[config.mk]
export PLATFORM = sky130hd
export DESIGN_NAME = fifo_wr_arbiter
export DESIGN_NICKNAME = d
export VERILOG_FILES = /design/src/rtl/fifo_wr_arbiter.sv
export SDC_FILE = /design/constraint.sdc
export NUM_CORES = 1
export LEC_CHECK = 0
export BUFFER_PORTS_ARGS = -buffer_cell sky130_fd_sc_hd__clkbuf_2
export CAP_MARGIN = 5
export CORE_ASPECT_RATIO = 0.5
export CORE_MARGIN = 8
export CORE_UTILIZATION = 48
export CTS_CLUSTER_DIAMETER = 100
export DETAILED_ROUTE_END_ITERATION = 7
export PLACE_DENSITY = 0.91
export SLEW_MARGIN = 15
export SYNTH_ARGS = -nofsm -noshare
export SYNTH_HDL_FRONTEND = slang
export SYNTH_SLANG_ARGS = --single-unit
[constraint.sdc]
create_clock -name clk -period 4.28 [get_ports clk]
set_input_delay 0.428 -clock clk [delete_from_list [all_inputs] [get_ports clk]]
set_output_delay 0.428 -clock clk [all_outputs]
set_load 0.05 [all_outputs]
[src/rtl/fifo_wr_arbiter.sv]
// Round-robin write arbiter feeding one shared FIFO from NUM_REQ requesters.
// Define FIFO_ARB_BURST_EN to compile in burst locking (ARB/LOCK states).
module fifo_wr_arbiter #(
   parameter int NUM_REQ   = 4,
   parameter int FIFO_W    = 8,
   parameter int BURST_LEN = 4
) (
   input  logic                      clk,
   input  logic                      rst,
   input  logic [NUM_REQ-1:0]        req,
   input  logic [NUM_REQ*FIFO_W-1:0] req_data,
   output logic [NUM_REQ-1:0]        grant,
   input  logic                      fifo_full,
   output logic                      write_enable,
   output logic [FIFO_W-1:0]         data_in,
   output logic [15:0]               write_count
);

   localparam int PW = (NUM_REQ > 1) ? $clog2(NUM_REQ) : 1;

   if (NUM_REQ < 2 || NUM_REQ > 8 || BURST_LEN < 1 || BURST_LEN > 15) begin : g_bad_cfg
      $error("fifo_wr_arbiter: NUM_REQ must be 2..8 and BURST_LEN 1..15");
   end

   logic [PW-1:0] rr_ptr_r;
   logic [PW-1:0] start_s;
   logic [PW-1:0] win_s;
   logic [PW-1:0] idx_s;
   logic          found_s;
   logic          owner_hit_s;

`ifdef FIFO_ARB_BURST_EN
   typedef enum logic {ARB = 1'b0, LOCK = 1'b1} state_t;
   localparam logic [3:0] BURST_L = 4'(BURST_LEN);
   state_t        state_r;
   logic [PW-1:0] owner_r;
   logic [3:0]    count_r;
`endif

   function automatic logic [PW-1:0] wrap_inc(input logic [PW-1:0] p);
      if (p == PW'(NUM_REQ - 1)) begin
         return '0;
      end else begin
         return p + 1'b1;
      end
   endfunction

   // Winner selection and zero-latency grant/data path.
   always_comb begin
      start_s     = rr_ptr_r;
      win_s       = '0;
      idx_s       = '0;
      grant       = '0;
      data_in     = '0;
      found_s     = |req;
      owner_hit_s = 1'b0;
      // Descending scan so the last hit written is the first one in round-robin order.
      for (int i = NUM_REQ - 1; i >= 0; i--) begin
         idx_s = PW'((int'(start_s) + i) % NUM_REQ);
         win_s = req[idx_s] ? idx_s : win_s;
      end
`ifdef FIFO_ARB_BURST_EN
      // While locked rr_ptr already sits at owner+1, so a missing owner falls back to that search.
      if (state_r == LOCK && req[owner_r]) begin
         owner_hit_s = 1'b1;
         win_s       = owner_r;
      end else begin
         owner_hit_s = 1'b0;
      end
`endif
      if (rst || fifo_full || !found_s) begin
         grant   = '0;
         data_in = '0;
      end else begin
         grant[win_s] = 1'b1;
         data_in      = req_data[win_s*FIFO_W +: FIFO_W];
      end
      write_enable = |grant;
   end

   // Pointer, write counter and burst-lock state; everything holds while no write occurs.
   always_ff @(posedge clk) begin
      if (rst) begin
         rr_ptr_r    <= '0;
         write_count <= 16'h0000;
`ifdef FIFO_ARB_BURST_EN
         state_r     <= ARB;
         owner_r     <= '0;
         count_r     <= 4'd0;
`endif
      end else if (write_enable) begin
         rr_ptr_r    <= wrap_inc(win_s);
         write_count <= write_count + 16'd1;
`ifdef FIFO_ARB_BURST_EN
         if (owner_hit_s) begin
            if ((count_r + 4'd1) == BURST_L) begin
               state_r <= ARB;
               count_r <= 4'd0;
            end else begin
               count_r <= count_r + 4'd1;
            end
         end else if (BURST_L == 4'd1) begin
            state_r <= ARB;
            count_r <= 4'd0;
         end else begin
            state_r <= LOCK;
            owner_r <= win_s;
            count_r <= 4'd1;
         end
`endif
      end else begin
         rr_ptr_r    <= rr_ptr_r;
         write_count <= write_count;
      end
   end

   logic unused_s;
   assign unused_s = owner_hit_s;

endmodule

==> results.toml <==
[pwr]
peakVddDrop_mv = 0.125
power_density_nw_per_um2 = 277
power_leakage_uw = 0.000746

[yosys]
ys.flop_type = "dfxtp_1"
synthCells = 154
yosys.area.top_type = "dfxtp_1"
syn_nets = 195
yosysWarnings = 0
synth_mux_area_share_pct = 15.3
yosys.area.top_type_share_pct = 28.8
synth.cell_area_um2 = 1250
synth_adder_area_share_pct = 2.00
synth-xor-area-share_pct = 2.80
synth-edff-count = 0
synth_compound_area_share_pct = 23.9
synthSimpleGateAreaFrac_pct = 21.4
synth_most_common_cell = "nor2_1"
synthTopCellsByArea = "dfxtp_1, mux2_2, mux2i_1"
async_flop_share_pct = 0
yosys_register_bits = 18
avgSynthCellArea_um2 = 8.13
synthTopCellsByCount = "nor2_1, dfxtp_1, nand2_1"
synth_top_family_by_area = "compound AO/OA/AOI/OAI gates"
synth.distinct_cells = 35
ys_seq_area_share_pct = 28.8

[cells_and_area]
syn2layout_area_growth_pct = 32.0
drive_above_1_share_pct = 39.6
nets = 259
antenna_cells = 0
fillers = 224
stdcell_count = 254

[cts]
cts_sinks = 18
htreeDepth = 1
cts_tree = "yes"
ctsHoldBuffers = 0
cts_max_path_buffers = 2
root_buffer = "clkbuf_8"
clock_latency_ps = 260
clkTransAtPathRegs_ps = 70
cts_buffers = 3
post_cts_buffers = 0
cts_resized = 0

[timing]
worst_clock_skew_ps = 3.67
tightest_slew_ps = 978
fin_setup_tns_ps = 0
fin_crit_sh_pct = 84.4
slew-limit-headroom_pct = 34.7
slew_violations = 0
hold_viol = 0
period_needed_ps = 3610
holdWs_ps = 503
max_freq_mhz = 277
rsz0062_at_grt = "no"
setup_violations = 0

[worst_setup_path]
slowest_stage = "nor3_1"
worst-path-max-fanout = 19
crit_type = "reg -> out"
worstPathArrival_ps = 3180
end_kind = "output pin"
path_cells = "nand2_1, a311oi_2, nor2_2, ha_1, nor3_1, a21o_1, inv_1, clkbuf_2"
crit_buf_inv = 2
critPathMaxStageDelay_ps = 510
crit_path_start_kind = "register"
cp_data_required_time_ps = 3850
cp_top_family = "simple AND/OR/NAND/NOR gates"

[global_route]
grt_pass1_wl_um = 6020
antenna_found_initial = 0
first_global_vias = 1388
grt_util_all_layers_pct = 16.2
grt_overflow = 0
grt_max_degree = 28

[routing]
drtAntennaViolNets = 0
dr.pass1.iters = 4
drc = 0
wl_um = 3930
viasPerCell = 5.74
wl_per_cell_um = 15.5
vias = 1459
first_iter_violations = 112

[floorplan]
io_pins = 68
die_area_um2 = 4600
start_util_pct = 49.4
std_cell_rows = 13
core_um2 = 2540
dieWidth_um = 88.2
die_y_um = 52.1

[placed_design]
port_buffers = 67
gp_congestion = 0.903
place_inst = 250
hpwl_um = 2950

[min_path]
hold_class = "reg -> reg"

[status]
outcome = "finished, final reports clean"

[flow_run]
max_cap_violations = 0
## report_power, final
part | switching (µW) | leakage, µW | internal (µW)
registers | 4.29 | 0.000145 | 170
logic | 90.6 | 0.000572 | 51.9
clock network | 59.2 | 0.0000288 | 81.9
## logic make-up (layout without fill, tap and decap cells)
| logic type | count (synthesis) | count (layout) |
|---|---|---|
| flops | 18 | 18 |
| mux | 18 | 18 |
| fa+ha+maj | 2 | 2 |
| xor+xnor | 4 | 4 |
| buf+inv | 17 | 80 |
| compound gates | 40 | 40 |
| simple gates | 55 | 55 |
## placed cells by master, fill, tap and decap left out, types with 2 or more instances in the layout
cell type / count
nand2b_1: 2
o41ai_1: 3
nor4_1: 2
inv_1: 8
xnor2_1: 4
clkbuf_8: 4
clkbuf_2: 67
mux2i_1: 9
ha_1: 2
mux2_2: 9
nand2_1: 13
and3_1: 2
dfxtp_1: 18
a211o_1: 2
nor3b_1: 2
nand3_1: 4
o311ai_0: 3
a2111oi_0: 4
a21oi_1: 8
a211oi_1: 10
a21o_1: 4
o21ai_0: 3
nor3_1: 2
nor2_1: 19
or3_1: 3
## stage by stage
step	total power, µW	worst slack [ps]	area, µm²	util (%)
floorplan	284	1010	1250	-
global placement	316	986	1600	63.0
detailed placement	320	811	1600	63.0
CTS	459	694	1650	65.1
global route	480	482	1650	65.1
finish	458	669	1650	65.1
## sequential cells by signal, summed over array words and instances (netlist names)
register     count
rr_ptr_r         2
write_count     16
## metal layers
| metal | wire length [µm] | vias to the layer above | GRT usage (%) |
|---|---|---|---|
| li1 | - | 699 | - |
| met1 | 1450 | 667 | 16.2 |
| met2 | 1940 | 73 | 30.4 |
| met3 | 409 | 20 | 4.86 |
| met4 | 134 | 0 | 8.31 |
| met5 | 0 | - | 0 |
## area by class of cell
type                    count  area [µm²]  share of cell area (%)
multi-input cells         119         818                    49.5
flip-flops and latches     18         360                    21.8
repair buffers             68         343                    20.7
clock buffers               4        55.1                    3.33
well taps                  37        46.3                    2.80
inverters                   8        30.0                    1.82
## path summary, 6_finish.rpt
| check | start | to | slack, ps | cells past startpoint |
|---|---|---|---|---|
| worst max-delay path | rr_ptr_r[1] | write_enable | 670 | 8 |
| worst min-delay path | write_count[12] | write_count[12] | 500 | 1 |
| worst max register to register | rr_ptr_r[0] | write_count[15] | 1090 | 8 |
| worst min register to register | write_count[12] | write_count[12] | 500 | 1 |
## worst register-to-register path: stages, from the launching register on
cell and delay (ps):
dfxtp_1 410, nand2b_1 160, a21oi_1 120, nor2_2 780, ha_1 300, nor3_1 120
a21o_1 370, nor4_1 450, mux2_2 380
Power figures use the tool's default switching activity.
